`src/rtl/fetch_ctrl_pkg.sv`:
```
// -----------------------------------------------------------------------------
// fetch_ctrl_pkg
//   Shared types and constants for the instruction-fetch sequencer.
//   - state_t    : sequencer state encoding (BOOT/RUN/FLUSH/STALL/HALT)
//   - ctrl_t     : bundle of the per-cycle fetch control outputs
//   - PC_SRC_*   : fetch mux select polarity (1 = PC+1, 0 = jump target)
//   - DEFAULT_AW : default PC / jump target width
// -----------------------------------------------------------------------------
package fetch_ctrl_pkg;

  localparam int DEFAULT_AW = 8;

  // Polarity of the fetch mux select, owned by ifetch.
  localparam logic PC_SRC_SEQ = 1'b1;
  localparam logic PC_SRC_JMP = 1'b0;

  typedef enum logic [2:0] {
    BOOT  = 3'd0,
    RUN   = 3'd1,
    FLUSH = 3'd2,
    STALL = 3'd3,
    HALT  = 3'd4
  } state_t;

  typedef struct packed {
    logic pc_we;
    logic pc_src;
    logic ifid_we;
    logic ifid_flush;
    logic fetch_valid;
    logic halted;
  } ctrl_t;

  // Everything frozen: PC held, IF/ID held, nothing delivered.
  function automatic ctrl_t ctrl_hold();
    ctrl_t c;
    c.pc_we       = 1'b0;
    c.pc_src      = PC_SRC_SEQ;
    c.ifid_we     = 1'b0;
    c.ifid_flush  = 1'b0;
    c.fetch_valid = 1'b0;
    c.halted      = 1'b0;
    return c;
  endfunction

endpackage

```
`src/rtl/redirect_buf.sv`:
```
// -----------------------------------------------------------------------------
// redirect_buf
//   One-entry holding register for a jump that could not be taken in the cycle
//   it arrived (stall, halt or flush). A newer load overwrites the older target.
//   Ports:
//     clk         in   rising-edge clock
//     reset       in   asynchronous active-low reset
//     load        in   capture target and mark valid (wins over clear)
//     clear       in   drop the pending entry (it has been issued)
//     target      in   AW  jump target to capture
//     pend_valid  out  a jump is pending
//     pend_target out  AW  pending jump target
// -----------------------------------------------------------------------------
module redirect_buf
  import fetch_ctrl_pkg::*;
#(
  parameter int AW = DEFAULT_AW
) (
  input  logic          clk,
  input  logic          reset,
  input  logic          load,
  input  logic          clear,
  input  logic [AW-1:0] target,
  output logic          pend_valid,
  output logic [AW-1:0] pend_target
);

  // NOTE: sequential state uses non-blocking (<=) so every flop samples the
  // pre-edge values; blocking here would create order-dependent races.
  always_ff @(posedge clk or negedge reset) begin
    if (!reset) begin
      pend_valid  <= 1'b0;
      pend_target <= '0;
    end else if (load) begin
      pend_valid  <= 1'b1;
      pend_target <= target;
    end else if (clear) begin
      pend_valid  <= 1'b0;
    end
  end

endmodule

```
`src/rtl/fetch_ctrl.sv`:
```
// -----------------------------------------------------------------------------
// fetch_ctrl
//   Sequencer for the instruction fetch unit. After reset it waits BOOT_CYCLES
//   idle cycles, then fetches sequentially, handling hazard stalls, jump
//   redirects (followed by a one-cycle IF/ID flush of the wrong-path
//   instruction) and halt/resume. Jumps arriving while the pipe cannot take
//   them are parked in redirect_buf and issued on the first free RUN cycle.
//   Outputs are combinational from state, pending entry and inputs.
//   Ports:
//     clk          in   rising-edge clock
//     reset        in   asynchronous active-low reset
//     stall_req    in   hold PC and IF/ID this cycle
//     jump_req     in   redirect request (one-cycle pulse)
//     jump_target  in   AW  target PC, valid with jump_req
//     halt_req     in   enter HALT
//     resume       in   leave HALT
//     pc_we        out  PC register load enable
//     pc_src       out  1 = PC+1, 0 = jump target
//     pc_jump      out  AW  jump address to the fetch mux (0 when not jumping)
//     ifid_we      out  IF/ID load enable
//     ifid_flush   out  IF/ID clear (bubble insert)
//     fetch_valid  out  instruction entering IF/ID is on the correct path
//     halted       out  sequencer is in HALT
//     fetch_count  out  CW  delivered instruction count, wraps
// -----------------------------------------------------------------------------
module fetch_ctrl
  import fetch_ctrl_pkg::*;
#(
  parameter int AW          = DEFAULT_AW,
  parameter int BOOT_CYCLES = 2,
  parameter int CW          = 16
) (
  input  logic          clk,
  input  logic          reset,
  input  logic          stall_req,
  input  logic          jump_req,
  input  logic [AW-1:0] jump_target,
  input  logic          halt_req,
  input  logic          resume,
  output logic          pc_we,
  output logic          pc_src,
  output logic [AW-1:0] pc_jump,
  output logic          ifid_we,
  output logic          ifid_flush,
  output logic          fetch_valid,
  output logic          halted,
  output logic [CW-1:0] fetch_count
);

  // Counter only needs to reach BOOT_CYCLES-1.
  localparam int BCW = (BOOT_CYCLES > 1) ? $clog2(BOOT_CYCLES) : 1;
  localparam logic [BCW-1:0] BOOT_LAST = BCW'(BOOT_CYCLES - 1);

  state_t         state, state_nxt;
  logic [BCW-1:0] boot_cnt;
  ctrl_t          ctrl;
  logic           redirect;
  logic           pend_load;
  logic           pend_valid;
  logic [AW-1:0]  pend_target;

  redirect_buf #(.AW(AW)) u_redirect_buf (
    .clk         (clk),
    .reset       (reset),
    .load        (pend_load),
    .clear       (redirect),
    .target      (jump_target),
    .pend_valid  (pend_valid),
    .pend_target (pend_target)
  );

  // ---------------------------------------------------------------------------
  // Next state and per-cycle controls
  // ---------------------------------------------------------------------------
  always_comb begin
    // NOTE: every signal driven here gets a default first, so no path through
    // the case leaves one unassigned and no latch is inferred.
    ctrl      = ctrl_hold();
    state_nxt = state;
    redirect  = 1'b0;
    pend_load = 1'b0;

    case (state)
      BOOT: begin
        // Requests are ignored until the fetch path has settled.
        ctrl.ifid_flush = 1'b1;
        if (boot_cnt == BOOT_LAST) state_nxt = RUN;
      end

      RUN: begin
        if (halt_req) begin
          // Keep any coincident jump so it is not lost across the halt.
          pend_load = jump_req;
          state_nxt = HALT;
        end else if (stall_req) begin
          pend_load = jump_req;
          state_nxt = STALL;
        end else if (jump_req || pend_valid) begin
          // A live jump_req is newer than the parked one and supersedes it.
          redirect         = 1'b1;
          ctrl.pc_we       = 1'b1;
          ctrl.pc_src      = PC_SRC_JMP;
          ctrl.ifid_we     = 1'b1;
          ctrl.fetch_valid = 1'b1;
          state_nxt        = FLUSH;
        end else begin
          ctrl.pc_we       = 1'b1;
          ctrl.ifid_we     = 1'b1;
          ctrl.fetch_valid = 1'b1;
        end
      end

      FLUSH: begin
        // The instruction fetched alongside the redirect is wrong-path:
        // load IF/ID with a bubble while the PC advances from the target.
        ctrl.pc_we      = 1'b1;
        ctrl.ifid_we    = 1'b1;
        ctrl.ifid_flush = 1'b1;
        pend_load       = jump_req;
        state_nxt       = RUN;
      end

      STALL: begin
        // Latest jump during the stall wins (redirect_buf overwrites).
        pend_load = jump_req;
        if (halt_req)       state_nxt = HALT;
        else if (!stall_req) state_nxt = RUN;
      end

      HALT: begin
        ctrl.ifid_flush = 1'b1;
        ctrl.halted     = 1'b1;
        pend_load       = jump_req;
        if (resume && !halt_req) state_nxt = RUN;
      end

      default: begin
        state_nxt = BOOT;
      end
    endcase
  end

  assign pc_we       = ctrl.pc_we;
  assign pc_src      = ctrl.pc_src;
  assign ifid_we     = ctrl.ifid_we;
  assign ifid_flush  = ctrl.ifid_flush;
  assign fetch_valid = ctrl.fetch_valid;
  assign halted      = ctrl.halted;
  assign pc_jump     = !redirect ? '0 : (jump_req ? jump_target : pend_target);

  // ---------------------------------------------------------------------------
  // State, boot counter and delivered-instruction counter
  // ---------------------------------------------------------------------------
  always_ff @(posedge clk or negedge reset) begin
    if (!reset) begin
      state       <= BOOT;
      boot_cnt    <= '0;
      fetch_count <= '0;
    end else begin
      state <= state_nxt;

      if (state == BOOT && boot_cnt != BOOT_LAST) boot_cnt <= boot_cnt + BCW'(1);
      else                                        boot_cnt <= '0;

      // Flush cycles write IF/ID too, but with fetch_valid low, so they
      // do not count.
      if (ctrl.fetch_valid && ctrl.ifid_we) fetch_count <= fetch_count + CW'(1);
    end
  end

endmodule
```
`config.mk`:
```
export PLATFORM = sky130hd
export DESIGN_NAME = fetch_ctrl
export DESIGN_NICKNAME = d
export VERILOG_FILES = /design/src/rtl/fetch_ctrl_pkg.sv /design/src/rtl/redirect_buf.sv /design/src/rtl/fetch_ctrl.sv
export SDC_FILE = /design/constraint.sdc
export NUM_CORES = 1
export LEC_CHECK = 0
export ABC_AREA = 1
export CAP_MARGIN = 20
export CORE_MARGIN = 2
export CORE_UTILIZATION = 43
export DETAILED_ROUTE_END_ITERATION = 8
export PLACE_DENSITY = 0.72
export REMOVE_ABC_BUFFERS = 1
export SETUP_SLACK_MARGIN = 0.02
export SLEW_MARGIN = 10
export SYNTH_ARGS = -nofsm -noshare
export SYNTH_HDL_FRONTEND = slang
export SYNTH_SLANG_ARGS = --single-unit
```
`constraint.sdc`:
```
create_clock -name clk -period 1.3 [get_ports clk]
set_input_delay 0.26 -clock clk [delete_from_list [all_inputs] [get_ports clk]]
set_output_delay 0.26 -clock clk [all_outputs]
set_load 0.005 [all_outputs]
```
==> impl_metrics.py, run 1 <==
metrics = {
    "clocking": {
        "hold_buffers": 0,
        "numCtsBuffers": 5,
        "clock_path_buffers": 2,
        "cts_max_level": 2,
        "cts_tree": "done",
        "clock-root-buffer": "clkbuf_8",
        "clk_pin_slew_ps": 70,
        "worstSkewPairLatency_ps": 280,
        "cts_sinks": 29,
    },
    "sta": {
        "worstMarginPinSlew_ps": 257,
        "fin_crit_sh_pct": 126,
        "fin_skew_ps": 8.08,
        "slew_violations": 0,
        "timing.hold.ws_ps": 335,
        "relSlewSlack_pct": 82.8,
        "setup_violations": 38,
        "hold_viol_final": 0,
        "fmax_mhz": 610,
        "finalCriticalPeriod_ps": 1640,
        "grt_setup_unrepaired": "yes",
        "layout_setup_ws_ps": -340,
    },
    "yosys": {
        "synth_cell_type_count": 27,
        "synthArstFlopShare_pct": 100,
        "ys_seq_area_share_pct": 44.2,
        "netlist_area_um2": 1640,
        "syn_area_per_cell_um2": 7.94,
        "ys.flop_type": "dfrtp_1",
        "ys_ff_latch": 29,
        "syn-instance-count": 207,
        "synth_edf_count": 0,
        "ys_warn_count": 0,
    },
    "routing": {
        "wire_per_inst_um": 12.9,
        "finalWirelength_um": 4670,
        "remaining_drc_errors": 0,
        "drtAntennaViolNets": 0,
        "num_vias": 1754,
        "first_pass_iters": 4,
        "viasPerCell": 4.86,
        "drt-initial-drc-count": 70,
    },
    "pwr": {
        "ir_drop_uv": 1330,
        "leakage_uw": 0.00152,
        "power.total_uw": 4480,
        "power_density_nw_per_um2": 1580,
    },
    "critical_path": {
        "crit_path_max_fanout": 5,
        "arrival_ps": 1380,
        "worstSetupPathType": "reg2out",
        "cp-end-kind": "output pin",
        "crit_required_ps": 1040,
        "start_kind": "flip-flop",
    },
    "die": {
        "start_util_pct": 44.9,
        "die_area_um2": 4330,
        "die_x_um": 65.8,
        "ios": 44,
        "die_h_um": 65.8,
        "row_count": 22,
        "core_area_um2": 3660,
    },
    "final_layout": {
        "layout-drive-gt1-share_pct": 42.8,
        "mostFrequentLayoutCells": "nand2_1 (65), buf_4 (45), dfrtp_1 (28)",
        "layout_commonest_cell": "nand2_1",
        "final_cell_area_um2": 2830,
        "n_antenna_cell": 0,
        "area_delta_synth_final_pct": 72.3,
        "fin_nets": 328,
        "layout.cells.non_filler": 361,
    },
    "placement": {
        "place_ws_ps": -835,
        "post-place-cells": 327,
        "portBuffers": 43,
        "finalWeightedCongestion": 0.851,
        "hpwl_um": 2800,
        "post_dp_cell_area_um2": 2380,
    },
    "grt": {
        "grt_max_degree": 30,
        "grtUsageTotal_pct": 21.3,
        "grt.overflow.total": 0,
        "grt_pass1_wl_um": 7130,
        "grt_pass1_vias": 1666,
        "antenna_found_initial": 0,
    },
    "run_status": {
        "violations": "negative setup slack",
        "status": "finished, violations left",
    },
    "run": {
        "max_cap_violations": 0,
    },
    "worst_hold_path": {
        "hp-class": "in2async",
    },
}
[critical path: stages, from the launching register on]
cell           delay, ps
dfrtp_1              360
inv_2                 60
buf_4                170
o21ai_2              200
inv_1                 50
dlygate4sd2_1        250
[routing by layer]
| metal | global-route usage, % | vias to the layer above | wire length (µm) |
|---|---|---|---|
| met5 | 0 | - | 0 |
| met3 | 3.75 | 4 | 199 |
| met2 | 36.6 | 53 | 2430 |
| li1 | - | 861 | - |
| met1 | 27.5 | 836 | 2010 |
| met4 | 5.47 | 0 | 29 |
[cells in the mapped netlist (2+ instances only)]
library cell	instances	share of area [%]
o21ai_1	2	0.61
dfrtp_1	29	44
nand3_4	2	2.1
nand3_1	14	4.3
nand4_1	3	1.1
nand3b_1	2	0.91
inv_1	19	4.3
a21oi_1	9	2.7
nor2_2	2	0.76
nor2_8	2	2.4
xnor2_1	7	3.7
nor2_1	19	4.3
o21ai_0	3	0.91
nand2_2	4	1.5
xor2_1	3	1.6
nand2_4	3	2.1
nor2_4	2	1.4
nand2_1	71	16
inv_2	3	0.69
[timing repair]
| action | 4_1_cts | 5_1_grt |
|---|---|---|
| pin swaps | 12 | 9 |
| endpoints found under the setup margin | 53 | 41 |
| setup buffers | 19 | 5 |
| resized for setup | 105 | 30 |
| cloned | 2 | 1 |
[path summary, 6_finish.rpt]
path | from | cells past startpoint | slack (ps) | end
max | state[2]$_DFFE_PN0P_ | 5 | -340 | ifid_flush
min | reset | 2 | 340 | fetch_count[0]$_DFFE_PN0P_
max reg2reg | state[1]$_DFFE_PN0P_ | 11 | -280 | u_redirect_buf.pend_target[1]$_DFFE_PN0P_
min reg2reg | boot_cnt$_DFF_PN0_ | 3 | 510 | boot_cnt$_DFF_PN0_
max in group asynchronous | reset | 2 | 800 | state[0]$_DFFE_PN0P_
min in group clk | boot_cnt$_DFF_PN0_ | 3 | 510 | boot_cnt$_DFF_PN0_
[registers in the layout, summed over array words and instances (netlist names)]
register                    flops
fetch_count                    16
boot_cnt                        1
state                           3
u_redirect_buf.pend_valid       1
u_redirect_buf.pend_target      8
[logic make-up after synthesis]
| logic type | Yosys count | synth area share, % |
|---|---|---|
| and+or+nand+nor | 125 | 37.8 |
| DFF | 29 | 44.2 |
| buffers and inverters | 25 | 6.02 |
| AOI/OAI and AO/OA | 17 | 5.94 |
| xor gates and xnor gates | 10 | 5.33 |
| adders and majority gates | 1 | 0.761 |
[metrics by stage]
step | setup TNS (ps) | utilization [%]
floorplan | -526 | -
global placement | -16990 | 65.0
detailed placement | -18320 | 65.0
CTS | -7510 | 72.6
global route | -10540 | 77.3
finish | -8170 | 77.3
[final cells by class]
class | instances | area (µm²)
fillers | 272 | 831
repair buffers | 99 | 853
flip-flops and latches | 29 | 727
well taps | 48 | 60.1
inverters | 23 | 87.6
clock buffers | 7 | 86.3
multi-input cells | 155 | 1020
[where the power goes]
group	switching [µW]	internal, µW	leakage [µW]
logic	1190	1200	0.00111
clock network	347	420	0.0000443
registers	170	1150	0.000374
Power figures use the tool's default switching activity.
==> run 2: changes to the inputs <==
--- a/config.mk
+++ b/config.mk
@@ -7,8 +7,10 @@
 export LEC_CHECK = 0
 export ABC_AREA = 1
 export CAP_MARGIN = 20
+export CELL_PAD_IN_SITES_DETAIL_PLACEMENT = 0
+export CELL_PAD_IN_SITES_GLOBAL_PLACEMENT = 1
 export CORE_MARGIN = 2
-export CORE_UTILIZATION = 43
+export CORE_UTILIZATION = 31
 export DETAILED_ROUTE_END_ITERATION = 8
 export PLACE_DENSITY = 0.72
 export REMOVE_ABC_BUFFERS = 1
==> constraint.sdc (replaced) <==
create_clock -name clk -period 1.5 [get_ports clk]
set_input_delay 0.3 -clock clk [delete_from_list [all_inputs] [get_ports clk]]
set_output_delay 0.3 -clock clk [all_outputs]
set_load 0.005 [all_outputs]
==> impl_metrics.py, run 2 (synthesis gave the netlist of run 1 again) <==
metrics = {
    "pwr": {
        "internal_power_uw": 2420,
        "leakage_uw": 0.00148,
        "ir_drop_uv": 630,
        "power_density_nw_per_um2": 1350,
        "combPwrFrac_pct": 47.7,
        "p_switching_uw": 1310,
        "pwr-share-clk_pct": 22.4,
        "power.total_uw": 3730,
        "p_seq_share_pct": 29.9,
        "sw_frac_of_total_pct": 35.2,
    },
    "sta": {
        "grt_setup_unrepaired": "yes",
        "layout_setup_ws_ps": -141,
        "relSlewSlack_pct": 77.8,
        "finalCriticalPeriod_ps": 1640,
        "fin_skew_ps": 7.34,
        "setup_violations": 14,
        "hold_viol_final": 0,
        "worstMarginPinSlew_ps": 332,
        "fmax_mhz": 609,
        "slew_violations": 0,
        "fin_crit_sh_pct": 109,
    },
    "grt": {
        "grt.overflow.total": 0,
        "grt_pass1_wl_um": 7000,
        "grt_max_degree": 30,
        "grtUsageTotal_pct": 14.9,
        "grt_pass1_vias": 1563,
        "antenna_found_initial": 0,
    },
    "clocking": {
        "clock_path_buffers": 2,
        "cts_tree": "done",
        "clock-root-buffer": "clkbuf_8",
        "clk_pin_slew_ps": 60,
        "worstSkewPairLatency_ps": 280,
        "numCtsBuffers": 5,
        "hold_buffers": 0,
        "cts_sinks": 29,
        "cts_max_level": 2,
    },
    "run": {
        "max_cap_violations": 0,
    },
    "routing": {
        "first_pass_iters": 4,
        "remaining_drc_errors": 0,
        "wl_met1_um": 1930,
        "num_vias": 1628,
        "finalWirelength_um": 4250,
        "wire_per_inst_um": 11.2,
        "drt-initial-drc-count": 55,
        "dr_wl_met2_um": 2040,
        "drtAntennaViolNets": 0,
        "dr_wl_met3_um": 198,
        "viasPerCell": 4.31,
        "highest_layer": "met4",
    },
    "final_layout": {
        "regMostFlops": "fetch_count",
        "fin_nets": 322,
        "n_antenna_cell": 0,
        "area_delta_synth_final_pct": 68.0,
        "top_regs": "fetch_count (16), u_redirect_buf.pend_target (8), state (3)",
        "layout-drive-gt1-share_pct": 36.4,
        "finish.utilization_pct": 54.0,
        "layout_commonest_cell": "nand2_1",
        "largest_reg_flops": 16,
        "mostFrequentLayoutCells": "nand2_1 (70), buf_4 (43), dfrtp_1 (28)",
    },
    "run_status": {
        "violations": "negative setup slack",
        "status": "finished, violations left",
    },
    "critical_path": {
        "arrival_ps": 1340,
        "start_kind": "flip-flop",
        "crit_required_ps": 1200,
        "crit_path_max_fanout": 3,
        "cp-end-kind": "output pin",
        "worstSetupPathType": "reg2out",
    },
    "placement": {
        "finalWeightedCongestion": 0.796,
        "hpwl_um": 2930,
        "portBuffers": 43,
    },
    "die": {
        "die_h_um": 76.8,
        "row_count": 26,
        "core_area_um2": 5110,
        "die_area_um2": 5900,
        "start_util_pct": 32.2,
        "ios": 44,
        "die_x_um": 76.8,
    },
    "worst_hold_path": {
        "hp-class": "in2async",
    },
}
-- run 2: changes by cell type in the layout (fill, tap and decap cells not counted), moves of 3 or more --
cell | previous run | this run
nor2_1 | 12 | 15
dlymetal6s2s_1 | 0 | 4
nand2_1 | 65 | 70
nand2_2 | 7 | 3
nand3_1 | 11 | 14
clkdlybuf4s50_1 | 11 | 22
nand3_2 | 3 | 0
dlygate4sd2_1 | 17 | 3
-- run 2: repair_timing --
| action | 4_1_cts | 5_1_grt |
|---|---|---|
| setup endpoints to repair | 38 | 35 |
| cloned | 1 | 1 |
| pin swaps | 7 | 14 |
| setup buffers | 16 | 4 |
| gates resized for setup | 84 | 18 |
-- run 2: stage by stage --
stage	hold slack, ps	instances	cell area, µm²	TNS [ps]	worst slack [ps]
finish	379	378	2760	-1370	-141
global route	396	378	2760	-2770	-206
CTS	382	374	2660	-1760	-175
detailed placement	500	349	2390	-11400	-663
global placement	490	349	2390	-11030	-632
floorplan	4.41	205	1630	0	94.2
-- run 2: final cells by class --
| type | count | area [µm²] |
|---|---|---|
| Inverter | 23 | 86.3 |
| Sequential cell | 29 | 727 |
| Tap cell | 70 | 87.6 |
| Clock inverter | 1 | 30.0 |
| Timing Repair Buffer | 93 | 793 |
| Multi-Input combinational cell | 155 | 950 |
| Fill cell | 509 | 2350 |
| Clock buffer | 7 | 86.3 |
-- run 2: final timing paths --
check	startpoint	end	slack (ps)	cells past startpoint
max in group asynchronous	reset	state[0]$_DFFE_PN0P_	940	2
max	state[2]$_DFFE_PN0P_	fetch_valid	-140	6
max reg2reg	state[2]$_DFFE_PN0P_	fetch_count[12]$_DFFE_PN0P_	20	9
min reg2reg	boot_cnt$_DFF_PN0_	boot_cnt$_DFF_PN0_	510	3
min	reset	fetch_count[15]$_DFFE_PN0P_	380	2
min in group clk	boot_cnt$_DFF_PN0_	boot_cnt$_DFF_PN0_	510	3
-- run 2: routing by layer --
metal	up-vias	GRT usage, %
met5	-	0
met3	8	3.41
met4	0	7.09
li1	849	-
met1	733	19.3
met2	38	23.4
-- run 2: power by group through the flow --
stage	sequential, µW	combinational, µW	clock (µW)
5_1_grt	1140	1980	898
6_report	1120	1780	835
4_1_cts	1120	1670	860
3_5_place_dp	1160	1470	0
2_1_floorplan	1150	706	0
3_3_place_gp	1150	1460	0
-- run 2: critical path: stages (launching register included) --
cell     delay, ps
dfrtp_1        390
inv_2           90
nand3_4        100
nor2_8         160
buf_4          140
buf_6          100
buf_6           90
==> run 3: changes to the inputs <==
--- a/config.mk
+++ b/config.mk
@@ -12,10 +12,11 @@
 export CORE_MARGIN = 2
 export CORE_UTILIZATION = 31
 export DETAILED_ROUTE_END_ITERATION = 8
-export PLACE_DENSITY = 0.72
+export PLACE_DENSITY = 0.73
 export REMOVE_ABC_BUFFERS = 1
 export SETUP_SLACK_MARGIN = 0.02
 export SLEW_MARGIN = 10
 export SYNTH_ARGS = -nofsm -noshare
 export SYNTH_HDL_FRONTEND = slang
+export SYNTH_HIERARCHICAL = 1
 export SYNTH_SLANG_ARGS = --single-unit
==> impl_metrics.py, run 3 <==
metrics = {
    "run_status": {
        "status": "finished, violations left",
        "violations": "negative setup slack",
    },
    "sta": {
        "setup_violations": 22,
        "hold_viol_final": 0,
        "grt_setup_unrepaired": "yes",
        "finalCriticalPeriod_ps": 1670,
        "layout_setup_ws_ps": -169,
        "fin_crit_sh_pct": 111,
        "fmax_mhz": 599,
        "relSlewSlack_pct": 78.2,
        "finalSetupTns_ps": -2050,
        "worstMarginPinSlew_ps": 324,
        "slew_violations": 0,
        "fin_skew_ps": 7.83,
    },
    "yosys": {
        "synth_area_leaders": "dfrtp_1 (43%), nand2_1 (22%), inv_1 (6.0%)",
        "ys_seq_area_share_pct": 43.1,
        "ys_ff_latch": 29,
        "synthArstFlopShare_pct": 100,
        "syn-instance-count": 232,
        "synth_cell_type_count": 26,
        "ys_warn_count": 6,
        "syn_area_per_cell_um2": 7.26,
        "netlist_area_um2": 1690,
        "synth_top_cell_area_share_pct": 43.1,
        "ys.flop_type": "dfrtp_1",
        "synth_most_common_cell": "nand2_1",
        "synth_commonest_cells": "nand2_1 (101), dfrtp_1 (29), inv_1 (27)",
        "synth_edf_count": 0,
        "yosysTopAreaCell": "dfrtp_1",
    },
    "grt": {
        "grt_pass1_vias": 1837,
        "grtUsageTotal_pct": 16.4,
        "grt.overflow.total": 0,
        "grt_pass1_wl_um": 7920,
        "grt_use_met2_pct": 29.7,
        "antenna_found_initial": 0,
        "grt_max_degree": 30,
        "top_usage_layer": "met2",
        "grt_use_met1_pct": 18.9,
        "use_met3_pct": 3.84,
    },
    "routing": {
        "num_vias": 1775,
        "viasPerCell": 4.38,
        "drtAntennaViolNets": 0,
        "finalWirelength_um": 4480,
        "remaining_drc_errors": 0,
        "drt-initial-drc-count": 75,
        "wire_per_inst_um": 11.1,
        "first_pass_iters": 4,
    },
    "run": {
        "max_cap_violations": 0,
    },
    "critical_path": {
        "worstPathBufferInverterCount": 2,
        "arrival_ps": 1370,
        "start_kind": "flip-flop",
        "worstPathCellList": "inv_2, nand3_4, nor2_4, nand2_4, a21oi_2, buf_2",
        "worstRegToRegCells": 12,
        "crit_path_max_fanout": 5,
        "crit_slowest_cell": "dfrtp_1",
        "crit_family": "flip-flops",
        "crit_required_ps": 1200,
        "r2r_start": "state[0]$_DFFE_PN0P_",
        "worstSetupPathType": "reg2out",
        "cp-end-kind": "output pin",
        "r2r-end": "u_redirect_buf/pend_target[6]$_DFFE_PN0P_",
        "reg2reg_setup_slack_ps": -80,
        "slowest_delay_ps": 390,
    },
    "die": {
        "die_x_um": 77.7,
        "die_h_um": 77.7,
        "row_count": 26,
        "start_util_pct": 32.6,
        "ios": 44,
        "die_area_um2": 6040,
        "core_area_um2": 5170,
    },
    "clocking": {
        "cts_max_level": 2,
        "clk_pin_slew_ps": 70,
        "clock_path_buffers": 2,
        "worstSkewPairLatency_ps": 280,
        "cts_tree": "done",
        "hold_buffers": 0,
        "numCtsBuffers": 5,
        "clock-root-buffer": "clkbuf_8",
        "cts_sinks": 29,
    },
    "placement": {
        "portBuffers": 43,
        "hpwl_um": 3040,
        "post_dp_cell_area_um2": 2430,
        "finalWeightedCongestion": 0.777,
    },
    "final_layout": {
        "mostFrequentLayoutCells": "nand2_1 (98), buf_4 (49), dfrtp_1 (29)",
        "largest_reg_flops": 16,
        "final_cell_area_um2": 2790,
        "top_regs": "fetch_count (16), u_redirect_buf/pend_target (8), state (3)",
        "regMostFlops": "fetch_count",
        "layout_commonest_cell": "nand2_1",
        "fin_nets": 351,
        "n_antenna_cell": 0,
        "finish.utilization_pct": 53.9,
        "area_delta_synth_final_pct": 65.4,
        "layout-drive-gt1-share_pct": 33.4,
        "nFillCells": 520,
    },
    "pwr": {
        "p_switching_uw": 1410,
        "pwr-share-clk_pct": 15.7,
        "leakage_uw": 0.00152,
        "p_seq_share_pct": 30.2,
        "internal_power_uw": 2410,
        "combPwrFrac_pct": 54.1,
        "sw_frac_of_total_pct": 36.9,
        "ir_drop_uv": 775,
        "power.total_uw": 3810,
        "power_density_nw_per_um2": 1370,
    },
    "worst_hold_path": {
        "hp-class": "in2async",
    },
}
## run 3: changes by cell type after synthesis, sizes merged, moves of 3 or more
cell and delta:
inv +8, nand2 +25, nand3 -6, nor2 -6, nor3 +3, xnor2 -7, xor2 +3
## run 3: worst max-delay path by stage
stage	startpoint	endpoint	slack, ps	depth (start not counted)
after floorplan	state[2]$_DFFE_PN0P_	pc_jump[0]	-30	5
after global placement	stall_req	pc_jump[6]	-680	7
after detailed placement	stall_req	pc_jump[6]	-710	7
after CTS	state[2]$_DFFE_PN0P_	pc_jump[0]	-210	6
after global routing	state[2]$_DFFE_PN0P_	pc_jump[5]	-270	6
final	state[1]$_DFFE_PN0P_	pc_jump[5]	-170	6
## run 3: through the flow
step	hold slack, ps	worst slack, ps	cells
final	386	-169	405
after global routing	396	-268	405
after CTS	393	-212	401
after detailed placement	459	-708	373
after global placement	456	-683	373
after floorplan	4.41	-26.3	228
## run 3: final cells by class
type                       count  area (µm²)  share of cell area (%)
clock buffer                   5        68.8                    2.47
inverter                      31         126                    4.53
timing repair buffer         100         862                    30.9
sequential                    29         726                    26.0
multi-input combinational    169         912                    32.7
tap                           70        87.6                    3.14
clock inverter                 1        5.00                   0.180
## run 3: per-layer routing
metal / vias up / wire (µm) / part of all wire, %
met4: 0 / 44 / 0.98
li1: 927 / - / -
met5: - / 0 / 0
met3: 5 / 166 / 3.7
met2: 31 / 2260 / 50
met1: 812 / 2010 / 45
## run 3: repair_timing
| action | CTS | global route |
|---|---|---|
| gates cloned | 1 | 0 |
| buffers inserted | 21 | 7 |
| setup endpoints to repair | 38 | 42 |
| pin swaps | 5 | 12 |
| resized for setup | 86 | 22 |
## run 3: logic make-up (layout without fill, tap and decap cells)
group,after synthesis,count (layout),share of synthesized area (%)
buffers and inverters,35,137,8.98
AO/OA/AOI/OAI,17,17,5.20
adder cells (fa/ha/maj),1,1,0.742
AND/OR/NAND/NOR,144,145,38.9
flip-flops,29,29,43.1
XOR/XNOR,6,6,3.12
## run 3: worst register-to-register path, delay by kind of cell, from the launching register on
| family | cells | cell delay, ps |
|---|---|---|
| compound gates | 2 | 150 |
| simple gates | 4 | 250 |
| buf+inv | 6 | 720 |
| flops | 1 | 400 |
## run 3: power by group through the flow
stage	clock network, µW	registers [µW]	logic (µW)
global placement	0	1200	1600
detailed placement	0	1190	1610
floorplan	0	1200	695
global route	657	1180	2300
finish	597	1150	2060
CTS	614	1150	1960
